## src/rtl/vc_mux_pkg.sv

```systemverilog
// Shared constants for the virtual-channel output multiplexer family.
package vc_mux_pkg;
   localparam int MODE_FIXED = 0;
   localparam int MODE_RR    = 1;
endpackage

```

## src/rtl/vc_arb_mux_if.sv

```systemverilog
// Handshake/bus bundle between the per-VC FIFOs, the mux and the demux stage.
interface vc_arb_mux_if #(
   parameter int DATA_SIZE = 6,
   parameter int NUM_VC    = 2
);
   localparam int VC_W = $clog2(NUM_VC);

   logic [NUM_VC-1:0]           req;
   logic [NUM_VC*DATA_SIZE-1:0] data_in;
   logic                        ready_out;
   logic [NUM_VC-1:0]           pop;
   logic [DATA_SIZE-1:0]        data_out;
   logic [VC_W-1:0]             vc_id_out;
   logic                        valid_out;

   modport master (
      input  req, data_in, ready_out,
      output pop, data_out, vc_id_out, valid_out
   );

   modport slave (
      output req, data_in, ready_out,
      input  pop, data_out, vc_id_out, valid_out
   );
endinterface

```

## src/rtl/vc_arb_mux_rr_arbiter.sv

```systemverilog
// Combinational circular priority search: first set req bit at or after start,
// wrapping NUM_VC-1 -> 0. Returns one-hot grant and its encoded index.
module rr_arbiter #(
   parameter  int NUM_VC = 2,
   localparam int VC_W   = $clog2(NUM_VC)
) (
   input  logic [NUM_VC-1:0] req,
   input  logic [VC_W-1:0]   start,
   output logic [NUM_VC-1:0] gnt,
   output logic [VC_W-1:0]   gnt_idx,
   output logic              any
);
   logic [VC_W-1:0] idx;

   always_comb begin
      gnt     = '0;
      gnt_idx = '0;
      any     = 1'b0;
      idx     = '0;
      for (int unsigned i = 0; i < NUM_VC; i++) begin
         idx = VC_W'((32'(start) + i) % NUM_VC);
         if (!any && req[idx]) begin
            any      = 1'b1;
            gnt[idx] = 1'b1;
            gnt_idx  = idx;
         end
      end
   end
endmodule

```

## src/rtl/vc_arb_mux.sv

```systemverilog
// N-VC output mux: arbitrates among requesting VCs, pops the winner and
// registers its word behind a valid/ready handshake.
module vc_arb_mux
   import vc_mux_pkg::*;
#(
   parameter int DATA_SIZE = 6,
   parameter int NUM_VC    = 2,
   parameter int MODE      = 1,
   parameter int BURST     = 1
) (
   input logic          clk,
   input logic          reset,
   vc_arb_mux_if.master bus
);
   localparam int VC_W  = $clog2(NUM_VC);
   localparam int CNT_W = $clog2(BURST + 1);
   localparam logic [CNT_W-1:0] BURST_C = CNT_W'(BURST);
   localparam logic [VC_W-1:0]  LAST_VC = VC_W'(NUM_VC - 1);

   logic [DATA_SIZE-1:0] data_q, data_d;
   logic [VC_W-1:0]      vc_id_q, vc_id_d;
   logic                 valid_q, valid_d;
   logic [VC_W-1:0]      last_gnt_q, last_gnt_d;
   logic [CNT_W-1:0]     burst_cnt_q, burst_cnt_d;

   logic              slot_free, sticky, any_req, do_pop;
   logic [VC_W-1:0]   start, gnt_idx;
   logic [NUM_VC-1:0] gnt;

   // Continuing a burst is expressed as a search starting at last_gnt itself,
   // which is guaranteed to hit because req[last_gnt] is set.
   always_comb begin
      sticky = (MODE == MODE_RR) && bus.req[last_gnt_q] && (burst_cnt_q < BURST_C);
      if (MODE == MODE_FIXED) begin
         start = '0;
      end else if (sticky) begin
         start = last_gnt_q;
      end else if (last_gnt_q == LAST_VC) begin
         start = '0;
      end else begin
         start = last_gnt_q + VC_W'(1);
      end
   end

   rr_arbiter #(.NUM_VC(NUM_VC)) u_arb (
      .req     (bus.req),
      .start   (start),
      .gnt     (gnt),
      .gnt_idx (gnt_idx),
      .any     (any_req)
   );

   always_comb begin
      slot_free   = !valid_q || bus.ready_out;
      do_pop      = slot_free && any_req && !reset;
      bus.pop     = do_pop ? gnt : '0;
      data_d      = data_q;
      vc_id_d     = vc_id_q;
      valid_d     = valid_q;
      last_gnt_d  = last_gnt_q;
      burst_cnt_d = burst_cnt_q;
      if (do_pop) begin
         data_d      = bus.data_in[gnt_idx*DATA_SIZE +: DATA_SIZE];
         vc_id_d     = gnt_idx;
         valid_d     = 1'b1;
         last_gnt_d  = gnt_idx;
         burst_cnt_d = sticky ? burst_cnt_q + CNT_W'(1) : CNT_W'(1);
      end else if (bus.ready_out) begin
         valid_d = 1'b0;
      end
   end

   always_ff @(posedge clk or posedge reset) begin
      if (reset) begin
         data_q      <= '0;
         vc_id_q     <= '0;
         valid_q     <= 1'b0;
         last_gnt_q  <= LAST_VC;
         burst_cnt_q <= BURST_C;
      end else begin
         data_q      <= data_d;
         vc_id_q     <= vc_id_d;
         valid_q     <= valid_d;
         last_gnt_q  <= last_gnt_d;
         burst_cnt_q <= burst_cnt_d;
      end
   end

   assign bus.data_out  = data_q;
   assign bus.vc_id_out = vc_id_q;
   assign bus.valid_out = valid_q;
endmodule

```

## src/flat_wrapper.sv

```systemverilog
// flat-port wrapper written by rule: the top's interface ports become plain ports
module vc_arb_mux_flat import vc_mux_pkg::*;
#(
   parameter int DATA_SIZE = 6,
   parameter int NUM_VC    = 2,
   parameter int MODE      = 1,
   parameter int BURST     = 1
)
  (clk, reset, bus_req, bus_data_in, bus_ready_out, bus_pop, bus_data_out, bus_vc_id_out, bus_valid_out);
  vc_arb_mux_if #(.DATA_SIZE(DATA_SIZE), .NUM_VC(NUM_VC)) bus_i ();
  input logic clk;
  input logic reset;
  input wire logic [$bits(bus_i.req)-1:0] bus_req;
  input wire logic [$bits(bus_i.data_in)-1:0] bus_data_in;
  input wire logic [$bits(bus_i.ready_out)-1:0] bus_ready_out;
  output wire logic [$bits(bus_i.pop)-1:0] bus_pop;
  output wire logic [$bits(bus_i.data_out)-1:0] bus_data_out;
  output wire logic [$bits(bus_i.vc_id_out)-1:0] bus_vc_id_out;
  output wire logic [$bits(bus_i.valid_out)-1:0] bus_valid_out;
  assign bus_i.req = bus_req;
  assign bus_i.data_in = bus_data_in;
  assign bus_i.ready_out = bus_ready_out;
  assign bus_pop = bus_i.pop;
  assign bus_data_out = bus_i.data_out;
  assign bus_vc_id_out = bus_i.vc_id_out;
  assign bus_valid_out = bus_i.valid_out;
  vc_arb_mux #(.DATA_SIZE(DATA_SIZE), .NUM_VC(NUM_VC), .MODE(MODE), .BURST(BURST)) u_core (.clk(clk), .reset(reset), .bus(bus_i));
endmodule
```

## config.mk

```make
export PLATFORM = sky130hd
export DESIGN_NAME = vc_arb_mux_flat
export DESIGN_NICKNAME = d
export VERILOG_FILES = /design/src/rtl/vc_mux_pkg.sv /design/src/rtl/vc_arb_mux_if.sv /design/src/rtl/vc_arb_mux_rr_arbiter.sv /design/src/rtl/vc_arb_mux.sv /design/src/flat_wrapper.sv
export SDC_FILE = /design/constraint.sdc
export NUM_CORES = 1
export LEC_CHECK = 0
export CAP_MARGIN = 20
export CORE_MARGIN = 10
export CORE_UTILIZATION = 45
export CTS_BUF_LIST = sky130_fd_sc_hd__clkbuf_2
export CTS_CLUSTER_DIAMETER = 40
export DETAILED_ROUTE_END_ITERATION = 7
export GPL_ROUTABILITY_DRIVEN = 0
export GPL_TIMING_DRIVEN = 0
export MAX_ROUTING_LAYER = met4
export PLACE_DENSITY = 0.9
export SYNTH_ARGS = -nofsm -noshare
export SYNTH_HDL_FRONTEND = slang
export SYNTH_HIERARCHICAL = 1
export SYNTH_SLANG_ARGS = --single-unit
```

## constraint.sdc

```tcl
create_clock -name clk -period 5.91 [get_ports clk]
set_clock_uncertainty 0.2 [all_clocks]
set_input_delay 1.773 -clock clk [delete_from_list [all_inputs] [get_ports clk]]
set_output_delay 1.773 -clock clk [all_outputs]
set_load 0.05 [all_outputs]
```

==> results.toml, run 1 <==
[synthesis]
synth_top_flop_cell = "dfrtp_1"
synth_seq_cells = 10
synth_edf_count = 0
synth_seq_area_share_pct = 42.44
synth_top_area_cell = "dfrtp_1"
async_flop_share_pct = 100.0
synthCells = 43
synth_common_cells = "mux2_4, dfrtp_1, inv_1"
synth_area_leaders = "dfrtp_1, mux2_4, dfstp_2, a21boi_0, mux2_2"
synth_fp_nets = 60
netlist_area_um2 = 595.6
synth_top_area_share_pct = 33.61
synth.distinct_cells = 17
yosysWarnings = 6
yosys.cell_count.top_type = "mux2_4"
avgSynthCellArea_um2 = 13.85

[sta]
worstMarginPinSlew_ns = 0.5128
setup_viol = 0
period_share_pct = 97.42
final-max-slew-violation-count = 0
final_hold_viol_count = 0
fin_tns_setup_ns = 0
layout_min_cycle_time_ns = 5.757
max_slew_margin_pct = 65.71
fin_ws_ns = 0.1526
rsz0062_at_grt = "false"
clock.fmax_ghz = 0.1737

[global_route]
grt_max_degree = 11
antenna_found_initial = 0
grt_pass1_vias = 464
grt_pass1_wl_um = 2249
track_usage_pct = 9.246
grt_use_met2_pct = 16.01
use_met1_pct = 8.166
overflow = 0
gr-max-usage-layer = "met2"
use_met3_pct = 5.618

[route]
drt-wirelength-per-cell_um = 15.07
dr.pass1.iters = 1
viasPerCell = 4.818
drc = 0
antenna_left = 0
vias = 424
wl_um = 1326
drt_iter0_markers = 0

[place]
dp_hpwl_um = 1095
place_ws_ns = 0.1399
io_buffers = 26
dp_cells = 84

[die]
fp.dieW_um = 56.38
rows = 13
dieArea_um2 = 3179
initial_core_util_pct = 46.94
core_um2 = 1269
die_y_um = 56.38
ioPinCount = 27

[clock_network]
cts_root_buf = "clkbuf_2"
post-cts-setup-buffer-count = 0
clk_pin_slew_ns = 0.08
post_cts_resized = 0
numCtsBuffers = 3
clock_path_buffers = 2
cts_tree = "done"
cts.sinks = 10
cts_hold_buf = 0
htreeDepth = 1
insertion_delay_ns = 0.26

[finish]
multi_input_comb_area_um2 = 301.5
nets = 91
diodes = 0
regArea_um2 = 252.7
instances_no_fill = 88
nFillCells = 107
layout-drive-gt1-share_pct = 32.88
syn_to_final_growth_pct = 50.00

[pwr]
power_density_nw_per_um2 = 286.6
ir_drop_mv = 0.1897
leakagePower_nw = 0.4005

[job]
timing.max_cap.violations = 0

[setup_path]
worstPathArrival_ns = 3.78
startpoint = "bus_req[0]"
startpoint_type = "input pin"
crit_fanout = 5
crit_top_cell = "clkdlybuf4s50_1"
reg2reg_from = "u_core/burst_cnt_q"
cpMaxStageDelayCell = "clkdlybuf4s50_1"
crit_type = "in -> out"
worstPathRequired_ns = 3.94
path_cells = "clkdlybuf4s50_1 -> nor2b_1 -> o22ai_1 -> inv_1 -> a21boi_0 -> and2_1 -> clkdlybuf4s50_1"
end_kind = "primary output"
cpPeakStageDelay_ns = 0.80

[min_path]
hp-class = "reg -> reg"
hp-start = "u_core/bus.vc_id_out"

[status]
status = "finished, final reports clean"
## metrics by stage
step	area (um2)	utilization, %	power (W)	hold slack [ns]
floorplan	595.6	-	0.0001768	0.4092
global placement	874.6	68.93	0.0002183	0.2927
detailed placement	874.6	68.93	0.0002207	0.2936
CTS	893.4	70.41	0.0002596	0.3156
global route	893.4	70.41	0.0002690	0.3360
finish	893.4	70.41	0.0002560	0.3143
## final cells by class
type	count	area share [%]
repair buffers	26	29.13
well taps	15	2.101
multi-input cells	27	33.75
clock inverters	1	0.4202
flip-flops and latches	10	28.29
clock buffers	3	1.681
plain buffers	2	2.941
inverters	4	1.681
## power by group
| part | total (W) | switching (W) | internal (W) | leakage [nW] |
|---|---|---|---|---|
| clock network | 0.0000378 | 0.0000231 | 0.0000147 | 0.0140 |
| logic | 0.000127 | 0.0000680 | 0.0000593 | 0.272 |
| registers | 0.0000909 | 0.00000803 | 0.0000829 | 0.115 |
| total | 0.000256 | 0.0000991 | 0.000157 | 0.400 |
## logic make-up after synthesis
group,Yosys count,synth area share [%]
muxes,14,34.03
DFF,10,42.44
and+or+nand+nor,7,8.194
AOI/OAI and AO/OA,6,8.404
buffers and inverters,6,6.931
## per-layer routing
metal,vias up,wire length [um],part of all wire (%)
li1,206,-,-
met1,203,490,37
met2,12,723,55
met3,3,100,7.5
met4,0,11,0.83
met5,-,0,0
## worst max-delay path: cells and delay by family
kind	cells	cell delay [ns]
buffers and inverters	3	1.35
AO/OA/AOI/OAI	2	0.36
AND/OR/NAND/NOR	2	0.30
## final timing paths
| check | cells past startpoint | endpoint | slack, ns |
|---|---|---|---|
| max | 7 | bus_pop[1] | 0.15 |
| min | 1 | u_core/bus.vc_id_out | 0.31 |
| max reg2reg | 7 | u_core/bus.data_out[3] | 3.70 |
| min reg2reg | 1 | u_core/bus.vc_id_out | 0.31 |
| max in group asynchronous | 2 | u_core/burst_cnt_q | 3.58 |
| min in group asynchronous | 2 | u_core/bus.data_out[5] | 1.60 |
## registers in the layout (all words and copies together) (netlist names)
name                  cells
u_core/bus.vc_id_out      1
u_core/bus.data_out       6
u_core/bus.valid_out      1
u_core/burst_cnt_q        1
u_core/last_gnt_q         1
## cell usage in the layout, fill, tap and decap left out
cell type        Yosys  routed
clkbuf_2             0       3
a21boi_0             3       3
inv_1                4       4
o21ai_0              1       1
a21oi_4              1       1
dfstp_2              2       2
buf_8                1       1
buf_6                1       1
or2_2                1       1
nand2b_4             1       1
clkinv_1             0       1
nand2_1              1       1
nor2b_1              1       1
and2_1               2       2
mux2_4              12      12
dfrtp_1              8       8
o22ai_1              1       1
or2_1                1       1
mux2_2               2       2
clkdlybuf4s50_1      0      26
(Power assumes the default switching activity.)
==> inputs of run 2 (changes only) <==
CORE_AREA = 10 10 47 49   (was default)
CORE_MARGIN = default   (was 10)
CORE_UTILIZATION = default   (was 45)
DIE_AREA = 0 0 57 59   (was default)
PLACE_DENSITY = 0.8   (was 0.9)
SYNTH_HIERARCHICAL = default   (was 1)
clock period = 5.3 ns   (was 5.91 ns; I/O delays follow)
==> results.toml, run 2 <==
[status]
status = "finished, final reports clean"

[route]
viasPerCell = 4.714
vias = 462
drt-wirelength-per-cell_um = 12.89
wl_um = 1263
antenna_left = 0
drc = 0
dr.pass1.iters = 2
drt_iter0_markers = 6

[die]
fp.dieW_um = 57
die_y_um = 59
rows = 14
initial_core_util_pct = 33.84
core_um2 = 1401
ioPinCount = 27
dieArea_um2 = 3363

[sta]
setup_viol = 0
rsz0062_at_grt = "false"
fin_ws_ns = 0.1156
max_slew_margin_pct = 65.38
final_hold_viol_count = 0
worstMarginPinSlew_ns = 0.5177
period_share_pct = 97.82
final-max-slew-violation-count = 0
clock.fmax_ghz = 0.1929
fin_tns_setup_ns = 0
layout_min_cycle_time_ns = 5.184

[setup_path]
end_kind = "primary output"
cpPeakStageDelay_ns = 0.82
startpoint_type = "input pin"
worstPathArrival_ns = 3.39
cpMaxStageDelayCell = "clkdlybuf4s50_1"
path_cells = "clkdlybuf4s50_1 -> inv_2 -> and2_4 -> nand2_1 -> a21oi_1 -> clkdlybuf4s50_1"
crit_fanout = 13
crit_type = "in -> out"
crit_top_cell = "clkdlybuf4s50_1"
worstPathRequired_ns = 3.51

[synthesis]
synth_top_area_cell = "dfrtp_1"
synth_seq_area_share_pct = 53.30
synth_compound_area_share_pct = 19.79
async_flop_share_pct = 100.0
yosys.area_share.simple_pct = 22.43
synth_mux_area_share_pct = 0
synthCells = 52
yosysWarnings = 0
yosys.cell_count.top_type = "a21oi_1"
synth_top_area_share_pct = 42.22
synth_adder_area_share_pct = 0
synth_edf_count = 0
synth_seq_cells = 10
synth.distinct_cells = 18
avgSynthCellArea_um2 = 9.119
synth_common_cells = "a21oi_1, dfrtp_1, nand2_1"
synth_area_leaders = "dfrtp_1, a21oi_1, dfstp_2, nand2_1, nor2_1"
netlist_area_um2 = 474.2
synth_top_family_by_area = "simple AND/OR/NAND/NOR gates"
synth_fp_nets = 69
synth_top_flop_cell = "dfrtp_1"
synth_xor_area_share_pct = 1.847

[clock_network]
cts_root_buf = "clkbuf_2"
post-cts-setup-buffer-count = 0
numCtsBuffers = 3
clock_path_buffers = 2
cts_hold_buf = 0
insertion_delay_ns = 0.25
htreeDepth = 1
clk_pin_slew_ns = 0.09
cts.sinks = 10
cts_tree = "done"
post_cts_resized = 0

[pwr]
power_density_nw_per_um2 = 336.5
leakagePower_nw = 0.3459
p_sw_w = 0.0001055
intPower_w = 0.0001551
ir_drop_mv = 0.1931
sw_frac_of_total_pct = 40.48
comb_power_share_pct = 44.9
seq_power_share_pct = 37.3
clkPwrFrac_pct = 17.8

[finish]
syn_to_final_growth_pct = 63.32
nFillCells = 136
instances_no_fill = 98
nets = 100
layout_common_cells = "clkdlybuf4s50_1, a21oi_1, nand2_1, dfrtp_1, nor2_1"
diodes = 0
largest_reg_flops = 6
layout-drive-gt1-share_pct = 14.63
layout_commonest_cell = "clkdlybuf4s50_1"

[place]
io_buffers = 26
place_ws_ns = 0.09546
dp_cells = 94
dp_hpwl_um = 1026

[global_route]
track_usage_pct = 8.143
grt_max_degree = 14
grt_pass1_wl_um = 2097
overflow = 0
grt_pass1_vias = 473
antenna_found_initial = 0

[min_path]
hp-class = "reg -> reg"

[job]
timing.max_cap.violations = 0
run 2: cell count changes after synthesis, sizes merged, moves of 2 or more:
cell    previous run  this run
nand2              1         8
nor2               0         6
buf                2         0
a21oi              1        13
a21o               0         2
mux2              14         0
inv                4         2
a21boi             3         0
run 2: routing by layer:
metal | share of wire, % | global-route usage (%)
met1 | 45 | 8.475
met2 | 41 | 11.16
met3 | 12 | 4.721
met4 | 1.7 | 6.040
met5 | 0 | -
run 2: power by group through the flow:
stage | registers [W] | clock network (W) | logic, W
floorplan | 0.000141 | 0 | 0.0000304
global placement | 0.0000982 | 0 | 0.000118
detailed placement | 0.0000987 | 0 | 0.000118
CTS | 0.0000972 | 0.0000473 | 0.000119
global route | 0.0000986 | 0.0000507 | 0.000125
finish | 0.0000971 | 0.0000465 | 0.000117
run 2: worst paths after layout:
| path | startpoint | end | slack, ns | depth (start not counted) |
|---|---|---|---|---|
| min in group asynchronous | reset | u_core.bus.data_out[3] | 1.37 | 2 |
| max in group asynchronous | reset | u_core.last_gnt_q | 3.26 | 2 |
| hold reg to reg | u_core.bus.vc_id_out | u_core.bus.vc_id_out | 0.29 | 1 |
| setup / recovery | reset | bus_pop[0] | 0.12 | 6 |
| setup reg to reg | u_core.last_gnt_q | u_core.bus.data_out[2] | 3.77 | 4 |
| hold / removal | u_core.bus.vc_id_out | u_core.bus.vc_id_out | 0.29 | 1 |
run 2: cell type report:
| class | count | area, um2 | share of cell area, % |
|---|---|---|---|
| tap | 16 | 20.02 | 2.585 |
| multi-input combinational | 39 | 209.0 | 26.98 |
| buffer | 1 | 5.005 | 0.6462 |
| clock buffer | 4 | 20.02 | 2.585 |
| inverter | 2 | 7.507 | 0.9693 |
| sequential | 10 | 252.7 | 32.63 |
| timing repair buffer | 26 | 260.3 | 33.60 |
run 2: cell families after synthesis:
kind of cell | after synthesis
XOR/XNOR | 1
AND/OR/NAND/NOR | 21
buffers and inverters | 3
flip-flops | 10
AO/OA/AOI/OAI | 17
run 2: stage by stage:
stage | utilization, % | hold slack [ns] | power (W) | instance area, um2
after floorplan | - | 0.2846 | 0.0001711 | 474.2
after global placement | 53.84 | 0.2593 | 0.0002159 | 754.5
after detailed placement | 53.84 | 0.2685 | 0.0002169 | 754.5
after CTS | 55.27 | 0.2887 | 0.0002632 | 774.5
after global routing | 55.27 | 0.2982 | 0.0002744 | 774.5
final | 55.27 | 0.2937 | 0.0002606 | 774.5
run 2: critical path: cells and delay by family:
kind | cells | cell delay [ns]
compound gates | 1 | 0.11
buf+inv | 3 | 1.44
simple gates | 2 | 0.25
